File: src/rtl/spi_imem_loader_pkg.sv
`default_nettype none
// ============================================================================
// Package : spi_imem_loader_pkg
// Brief   : Opcode set, header magic and loader state encoding for the SPI loader.
// Rev     : 1.0
// ============================================================================
package spi_imem_loader_pkg;

    localparam logic [6:0] OP_LOAD   = 7'b0000011;
    localparam logic [6:0] OP_STORE  = 7'b0100011;
    localparam logic [6:0] OP_RTYPE  = 7'b0110011;
    localparam logic [6:0] OP_ITYPE  = 7'b0010011;
    localparam logic [6:0] OP_BRANCH = 7'b1100011;
    localparam logic [6:0] OP_JAL    = 7'b1101111;
    localparam logic [6:0] OP_LUI    = 7'b0110111;

    localparam logic [7:0] HDR_MAGIC = 8'hA5;

    typedef enum logic [2:0] {
        ST_IDLE   = 3'd0,
        ST_HEADER = 3'd1,
        ST_DATA   = 3'd2,
        ST_DONE   = 3'd3,
        ST_ERROR  = 3'd4
    } ldr_state_e;

    // True when the main decoder understands this opcode.
    function automatic logic op_supported(input logic [6:0] op);
        logic ok;
        ok = 1'b0;
        case (op)
            OP_LOAD, OP_STORE, OP_RTYPE, OP_ITYPE,
            OP_BRANCH, OP_JAL, OP_LUI: ok = 1'b1;
            default:                   ok = 1'b0;
        endcase
        return ok;
    endfunction

endpackage
`default_nettype wire

File: src/rtl/spi_imem_loader_sync_edge.sv
`default_nettype none
// ============================================================================
// Module : spi_sync_edge
// Brief  : Multi-flop synchronizer with single-cycle rise/fall pulses.
// Rev    : 1.0
// ============================================================================
module spi_sync_edge #(
    parameter int   SYNC_STAGES = 2,
    parameter logic RESET_VAL   = 1'b0
) (
    input  logic clk_i,
    input  logic rst_i,
    input  logic async_i,
    output logic rise_o,
    output logic fall_o
);

    logic [SYNC_STAGES-1:0] sync_q;
    logic                   prev_q;
    logic                   w_level;

    generate
        if (SYNC_STAGES > 1) begin : g_multi
            always_ff @(posedge clk_i or posedge rst_i) begin
                if (rst_i) sync_q <= {SYNC_STAGES{RESET_VAL}};
                else       sync_q <= {sync_q[SYNC_STAGES-2:0], async_i};
            end
        end else begin : g_single
            always_ff @(posedge clk_i or posedge rst_i) begin
                if (rst_i) sync_q <= {SYNC_STAGES{RESET_VAL}};
                else       sync_q <= async_i;
            end
        end
    endgenerate

    always_ff @(posedge clk_i or posedge rst_i) begin
        if (rst_i) prev_q <= RESET_VAL;
        else       prev_q <= w_level;
    end

    assign w_level = sync_q[SYNC_STAGES-1];
    assign rise_o  = w_level & ~prev_q;
    assign fall_o  = ~w_level & prev_q;

endmodule
`default_nettype wire

File: src/rtl/spi_imem_loader.sv
`default_nettype none
// ============================================================================
// Module : spi_imem_loader
// Brief  : SPI-slave boot loader writing header-counted words into IMEM.
// Rev    : 1.0
// ============================================================================
module spi_imem_loader
    import spi_imem_loader_pkg::*;
#(
    parameter int ADDR_W      = 8,
    parameter int SYNC_STAGES = 2
) (
    input  logic              clk_i,
    input  logic              rst_i,
    input  logic              sclk_i,
    input  logic              cs_n_i,
    input  logic              mosi_i,
    output logic              miso_o,
    output logic              imem_we_o,
    output logic [ADDR_W-1:0] imem_addr_o,
    output logic [31:0]       imem_wdata_o,
    output logic              cpu_rst_hold_o,
    output logic              load_done_o,
    output logic              bad_op_o
);

    localparam int          CNT_W       = ADDR_W + 1;
    localparam logic [16:0] c_max_words = 17'(2**ADDR_W);

    logic w_sclk_rise, w_sclk_fall, w_cs_rise, w_cs_fall, w_mosi;
    logic [SYNC_STAGES-1:0] mosi_sync_q;

    spi_sync_edge #(.SYNC_STAGES(SYNC_STAGES), .RESET_VAL(1'b0)) u_sclk_sync (
        .clk_i   (clk_i),
        .rst_i   (rst_i),
        .async_i (sclk_i),
        .rise_o  (w_sclk_rise),
        .fall_o  (w_sclk_fall)
    );

    // Idle-high reset value keeps a reset from looking like a select.
    spi_sync_edge #(.SYNC_STAGES(SYNC_STAGES), .RESET_VAL(1'b1)) u_cs_sync (
        .clk_i   (clk_i),
        .rst_i   (rst_i),
        .async_i (cs_n_i),
        .rise_o  (w_cs_rise),
        .fall_o  (w_cs_fall)
    );

    generate
        if (SYNC_STAGES > 1) begin : g_mosi_multi
            always_ff @(posedge clk_i or posedge rst_i) begin
                if (rst_i) mosi_sync_q <= '0;
                else       mosi_sync_q <= {mosi_sync_q[SYNC_STAGES-2:0], mosi_i};
            end
        end else begin : g_mosi_single
            always_ff @(posedge clk_i or posedge rst_i) begin
                if (rst_i) mosi_sync_q <= '0;
                else       mosi_sync_q <= mosi_i;
            end
        end
    endgenerate
    assign w_mosi = mosi_sync_q[SYNC_STAGES-1];

    ldr_state_e        state_q, state_d, w_state_after;
    logic [4:0]        bit_cnt_q, bit_cnt_d;
    logic [30:0]       shift_q, shift_d;
    logic [31:0]       echo_q, echo_d;
    logic              miso_q, miso_d;
    logic [CNT_W-1:0]  ptr_q, ptr_d, cnt_q, cnt_d;
    logic              we_q, we_d;
    logic [ADDR_W-1:0] addr_q, addr_d;
    logic [31:0]       wdata_q, wdata_d;
    logic              bad_q, bad_d;

    logic        w_active, w_shift, w_word_done, w_hdr_ok, w_last;
    logic [31:0] w_word;

    assign w_active    = (state_q == ST_HEADER) || (state_q == ST_DATA);
    assign w_shift     = w_sclk_rise && w_active;
    assign w_word      = {shift_q, w_mosi};
    assign w_word_done = w_shift && (bit_cnt_q == 5'd31);
    assign w_hdr_ok    = (w_word[31:24] == HDR_MAGIC) && ({1'b0, w_word[15:0]} <= c_max_words);
    assign w_last      = (ptr_q + CNT_W'(1)) == cnt_q;

    always_ff @(posedge clk_i or posedge rst_i) begin
        if (rst_i) state_q <= ST_IDLE;
        else       state_q <= state_d;
    end

    // A word finishing in the same cycle as deselect is resolved before cs_n is judged.
    always_comb begin
        w_state_after = state_q;
        case (state_q)
            ST_HEADER: begin
                if (w_word_done) begin
                    if (!w_hdr_ok)                  w_state_after = ST_ERROR;
                    else if (w_word[15:0] == 16'd0) w_state_after = ST_DONE;
                    else                            w_state_after = ST_DATA;
                end
            end
            ST_DATA: begin
                if (w_word_done && w_last) w_state_after = ST_DONE;
            end
            default: ;
        endcase
        state_d = w_state_after;
        if (w_cs_rise && ((w_state_after == ST_HEADER) || (w_state_after == ST_DATA)))
            state_d = ST_ERROR;
        if (w_cs_fall)
            state_d = ST_HEADER;
    end

    always_comb begin
        cpu_rst_hold_o = (state_q != ST_DONE);
        load_done_o    = (state_q == ST_DONE);
    end

    always_comb begin
        bit_cnt_d = bit_cnt_q;
        shift_d   = shift_q;
        echo_d    = echo_q;
        miso_d    = miso_q;
        ptr_d     = ptr_q;
        cnt_d     = cnt_q;
        we_d      = 1'b0;
        addr_d    = addr_q;
        wdata_d   = wdata_q;
        bad_d     = bad_q;
        if (w_cs_fall) begin
            bit_cnt_d = '0;
            shift_d   = '0;
            echo_d    = '0;
            miso_d    = 1'b0;
            ptr_d     = '0;
            cnt_d     = '0;
            bad_d     = 1'b0;
        end else begin
            if (w_shift) begin
                shift_d   = w_word[30:0];
                bit_cnt_d = bit_cnt_q + 5'd1;
            end
            if (w_word_done) begin
                echo_d = w_word;
                if ((state_q == ST_HEADER) && w_hdr_ok)
                    cnt_d = w_word[CNT_W-1:0];
                if (state_q == ST_DATA) begin
                    we_d    = 1'b1;
                    addr_d  = ptr_q[ADDR_W-1:0];
                    wdata_d = w_word;
                    ptr_d   = ptr_q + CNT_W'(1);
                    if (!op_supported(w_word[6:0]))
                        bad_d = 1'b1;
                end
            end
            if (w_sclk_fall && (state_q != ST_IDLE)) begin
                miso_d = echo_q[31];
                echo_d = {echo_q[30:0], 1'b0};
            end
        end
    end

    always_ff @(posedge clk_i or posedge rst_i) begin
        if (rst_i) begin
            bit_cnt_q <= '0;
            shift_q   <= '0;
            echo_q    <= '0;
            miso_q    <= 1'b0;
            ptr_q     <= '0;
            cnt_q     <= '0;
            we_q      <= 1'b0;
            addr_q    <= '0;
            wdata_q   <= '0;
            bad_q     <= 1'b0;
        end else begin
            bit_cnt_q <= bit_cnt_d;
            shift_q   <= shift_d;
            echo_q    <= echo_d;
            miso_q    <= miso_d;
            ptr_q     <= ptr_d;
            cnt_q     <= cnt_d;
            we_q      <= we_d;
            addr_q    <= addr_d;
            wdata_q   <= wdata_d;
            bad_q     <= bad_d;
        end
    end

    assign miso_o       = miso_q;
    assign imem_we_o    = we_q;
    assign imem_addr_o  = addr_q;
    assign imem_wdata_o = wdata_q;
    assign bad_op_o     = bad_q;

endmodule
`default_nettype wire

File: config.mk
export PLATFORM = sky130hd
export DESIGN_NAME = spi_imem_loader
export DESIGN_NICKNAME = d
export VERILOG_FILES = /design/src/rtl/spi_imem_loader_pkg.sv /design/src/rtl/spi_imem_loader_sync_edge.sv /design/src/rtl/spi_imem_loader.sv
export SDC_FILE = /design/constraint.sdc
export NUM_CORES = 1
export LEC_CHECK = 0
export ABC_AREA = 0
export BUFFER_PORTS_ARGS = -buffer_cell sky130_fd_sc_hd__buf_2
export CAP_MARGIN = 10
export CORE_ASPECT_RATIO = 1.4
export CORE_MARGIN = 2
export CORE_UTILIZATION = 50
export CTS_CLUSTER_SIZE = 10
export DETAILED_ROUTE_END_ITERATION = 6
export PLACE_DENSITY_LB_ADDON = 0.15
export SLEW_MARGIN = 20
export SYNTH_ARGS = -nofsm -noshare
export SYNTH_HDL_FRONTEND = slang
export SYNTH_SLANG_ARGS = --single-unit
File: constraint.sdc
create_clock -name clk_i -period 5.6 [get_ports clk_i]
set_clock_uncertainty 0.05 [all_clocks]
set_input_delay 0.56 -clock clk_i [delete_from_list [all_inputs] [get_ports clk_i]]
set_output_delay 0.56 -clock clk_i [all_outputs]
set_load 0.02 [all_outputs]
==> run summary <==
The flow ran to the end, and the final reports show no timing, DRC or antenna violations. The worst-margin pin slew is 929.3 ps. The total iterations of the first detailed-routing run came out at 4. The synthesized area per cell came out at 9.591 µm². The cell area after placement is 6589 µm². The number of hold buffers added after CTS came out at 0.

The share of layout cells above drive strength 1 is 14.41%. The largest buffer count on any clock path came out at 2. The setup path with the least slack is of type flip-flop to flip-flop. The power density over the cells is 309.7 nW/µm². The core region is 12250 µm². The Yosys warning count came out at 0. For this run the aggregate overflow at the end of global routing stands at 0.

The path class of the tightest hold or removal check is input port to flip-flop. The post-synthesis sequential area ratio is 56.08%. The starting density of the core came out at 51.04%.

The max-capacitance violation count is 0. The maximum achievable frequency is 351.2 MHz. The endpoint identified for the worst register-to-register timing path is imem_addr_o[0]. The standard-cell row count came out at 48.

The number of remaining DRC errors came out at 0. Measured in cells, the most critical reg-to-reg path has a length of 10. The total negative setup slack is 0 ps. For this block, the initial DRC count from the detailed router was 286. The leakage power of the design is 0.003406 µW. The count of fill cells added during filler insertion came out at 1107. The post-synthesis cell area is 6253 µm². Counting every instance in the synthesized netlist gives 652. The area share of the largest cell type after synthesis came out at 54.82%.

Once layout is done, the placed cells without fillers occupy 7151 µm². At the worst endpoint, the required time is 5910 ps. Relative to the synthesized area, the layout overhead comes to 14.35%. In the synthesized netlist the dominant register cell turns out to be sky130_fd_sc_hd__dfrtp_1. The worst setup path is captured at a flip-flop. The share of flip-flops with an asynchronous set or reset after synthesis came out at 100.0%. The count of endpoints failing hold in the final timing report came out at 0.

The time the worst path needs with I/O delays and setup is 2847 ps. The largest total area in the synthesized netlist belongs to sky130_fd_sc_hd__dfrtp_1. The number of clock buffers added by TritonCTS is 17. The worst-case headroom to the max-slew limit is 38.04%. The clock tree from TritonCTS is yes. In the final routed layout, each cell accounts on average for 15.78 µm. The number of cells in the design after placement is 813. The clock transition at the registers of the reported paths is 60 ps. The flip-flop and latch count after synthesis came out at 140. The count of final max-slew check failures is 0. The arrival time reported for the critical path endpoint is 3150 ps.

The number of gates resized after cts came out at 0. In this run the worst path has a maximum fanout of 21. The filler-free cell count of the finished design came out at 844. The number of levels the H-tree was split into came out at 4. The worst setup path is launched from a flip-flop.

For flop-to-flop paths, the worst setup slack is 2750 ps. The antenna diode instance count is 0. The width of the die is 98.52 µm.

The largest net degree at the start of global routing came out at 89. The total of endpoints with negative setup slack in the final report came out at 0. The count of antenna-violating nets left after detailed routing came out at 0. Global routing used 21.35% of the available tracks across all layers. The first global-routing pass estimated 22670 µm of wire. The worst hold slack across all endpoints came out at 192.0 ps.

The via count of the first global-routing pass came out at 4564. The count of pins on the block boundary is 50. Counting flops with a built-in enable in the synthesized netlist gives 0. The congestion estimate from routability-driven global placement came to 0.8802. The worst setup path startpoint is bit_cnt_q[0].

The initial antenna violation count came out at 0. The most critical setup path has its endpoint at imem_addr_o[0]. In this run the post-CTS setup repair buffer count came out at 0. Yosys mapped the design onto 50 distinct sky130hd cell types. The final critical path takes up 50.85% of the cycle.

In the post-synthesis netlist, the cell with the most instances is sky130_fd_sc_hd__nand2_1. The root buffer cell chosen for the clock tree is sky130_fd_sc_hd__clkbuf_16. The multi-input combinational cells in the finished layout cover a total of 2560 µm². The commonest cells after synthesis are sky130_fd_sc_hd__nand2_1 (226), sky130_fd_sc_hd__dfrtp_1 (137), sky130_fd_sc_hd__mux2i_1 (42). The count of input and output buffers is 49. The total number of vias came out at 4634. Setup repair after global routing left no endpoint under its margin. The height of the die is 136.3 µm. The TritonCTS sink count is 140. The final layout contains routed wiring with a total length of 13320 µm. The clock reaches the later pin of the worst-skew pair after 420 ps. The final net count came out at 690.

The worst voltage drop across the vdd grid is 192.1 µV. Sorting the synthesized cells by area gives the leading types as sky130_fd_sc_hd__dfrtp_1 (55%), sky130_fd_sc_hd__nand2_1 (14%), sky130_fd_sc_hd__mux2i_1 (6.7%). Summing all flip-flop and latch instances after layout gives 3507 µm². The mean number of vias per cell is 5.491. The half-perimeter wire length after placement came out at 8330 µm. The die area came out at 13430 µm². The net count of the mapped netlist is 660. In this run the critical register-to-register path is launched from bit_cnt_q[0].
-- flip-flops by register name, indices dropped and copies added, names as in the netlist --
signal	flops
ptr_q	9
imem_wdata_o	32
u_sclk_sync.sync_q	2
u_cs_sync.sync_q	2
echo_q	32
miso_o	1
u_cs_sync.prev_q	1
bit_cnt_q	5
imem_addr_o	8
u_sclk_sync.prev_q	1
cnt_q	9
state_q	3
imem_we_o	1
bad_op_o	1
mosi_sync_q	2
shift_q	31
-- worst min-delay path by stage --
stage / startpoint / end / slack [ps] / depth (start not counted)
2_1_floorplan: mosi_sync_q[0] / mosi_sync_q[1] / 280 / 0
3_3_place_gp: mosi_sync_q[0] / mosi_sync_q[1] / 280 / 0
3_5_place_dp: u_sclk_sync.sync_q[0] / u_sclk_sync.sync_q[1] / 280 / 0
4_1_cts: cs_n_i / u_cs_sync.sync_q[0] / 180 / 1
5_1_grt: cs_n_i / u_cs_sync.sync_q[0] / 170 / 1
6_report: cs_n_i / u_cs_sync.sync_q[0] / 190 / 1
-- logic make-up (layout without fill, tap and decap cells) --
group                    Yosys count  in the layout  share of synthesized area [%]
XOR/XNOR                          23             23                          3.221
AO/OA/AOI/OAI                     96             96                          10.18
adder cells (fa/ha/maj)            3              3                         0.6003
AND/OR/NAND/NOR                  295            295                          19.73
flip-flops                       140            140                          56.08
multiplexers                      42             42                          6.723
buffers and inverters             53             95                          3.461
-- area by class of cell --
type | count | share of cell area, %
Sequential cell | 140 | 49.05
Multi-Input combinational cell | 459 | 35.80
Clock buffer | 22 | 6.492
Timing Repair Buffer | 57 | 4.269
Tap cell | 150 | 2.625
Clock inverter | 9 | 1.330
Inverter | 7 | 0.4374
-- power breakdown --
group / switching, µW / leakage [µW] / internal, µW
clock network: 400 / 0.000283 / 670
logic: 79.1 / 0.00120 / 27.6
registers: 14.0 / 0.00193 / 1020
total: 493 / 0.00341 / 1720
-- metal layers --
layer / vias up / GRT usage [%] / share of wire (%)
met2: 89 / 37.49 / 53
met5: - / 0 / 0
met3: 18 / 5.090 / 3.2
li1: 2236 / - / -
met4: 0 / 7.078 / 1.9
met1: 2291 / 25.88 / 42
-- metrics by stage --
step	util (%)	power (µW)	setup slack, ps
3_5_place_dp	53.78	1165	2740
2_1_floorplan	-	1133	1242
6_report	58.36	2215	2753
3_3_place_gp	53.78	1162	2831
5_1_grt	58.36	2293	2419
4_1_cts	58.34	2238	2709
-- worst max-delay path, cell delays in order (launching register included) --
cell                       delay, ps
sky130_fd_sc_hd__dfrtp_1         390
sky130_fd_sc_hd__ha_1            180
sky130_fd_sc_hd__and3_1          160
sky130_fd_sc_hd__ha_1            240
sky130_fd_sc_hd__nand3b_1        120
sky130_fd_sc_hd__nor3_1          440
sky130_fd_sc_hd__nand2_1         130
sky130_fd_sc_hd__inv_1           540
sky130_fd_sc_hd__buf_4           360
sky130_fd_sc_hd__nand2_1          90
sky130_fd_sc_hd__nand2_1          70
-- cells in the final DEF, fill, tap and decap left out, types with 2 or more instances in the layout --
cell                        Yosys  layout
sky130_fd_sc_hd__clkbuf_1      33       3
sky130_fd_sc_hd__clkbuf_8       0       2
sky130_fd_sc_hd__a21oi_1       37      37
sky130_fd_sc_hd__nor3_1         6       5
sky130_fd_sc_hd__nand2_1      226     226
sky130_fd_sc_hd__o21ai_0        6       6
sky130_fd_sc_hd__or3_1          2       2
sky130_fd_sc_hd__nand3_1        6       6
sky130_fd_sc_hd__buf_2          7      49
sky130_fd_sc_hd__buf_4          0       8
sky130_fd_sc_hd__mux2i_1       42      42
sky130_fd_sc_hd__xnor2_1       17      17
sky130_fd_sc_hd__xor2_1         6       6
sky130_fd_sc_hd__dfstp_2        3       3
sky130_fd_sc_hd__nor2b_1        4       3
sky130_fd_sc_hd__dfrtp_1      137     137
sky130_fd_sc_hd__nand2b_1       5       5
sky130_fd_sc_hd__nor2_1        25      24
sky130_fd_sc_hd__ha_1           3       3
sky130_fd_sc_hd__clkinv_2       0       7
sky130_fd_sc_hd__a32oi_1        3       3
sky130_fd_sc_hd__inv_1          7       6
sky130_fd_sc_hd__clkbuf_16      0      17
sky130_fd_sc_hd__bufinv_16      0       2
sky130_fd_sc_hd__o21ai_1        2       2
sky130_fd_sc_hd__nand4_1        3       3
sky130_fd_sc_hd__and3_1         5       5
sky130_fd_sc_hd__nor4_1         3       3
sky130_fd_sc_hd__a31oi_1        2       2
sky130_fd_sc_hd__o31ai_1       34      34
No activity file was read; power rests on OpenSTA's default activity.
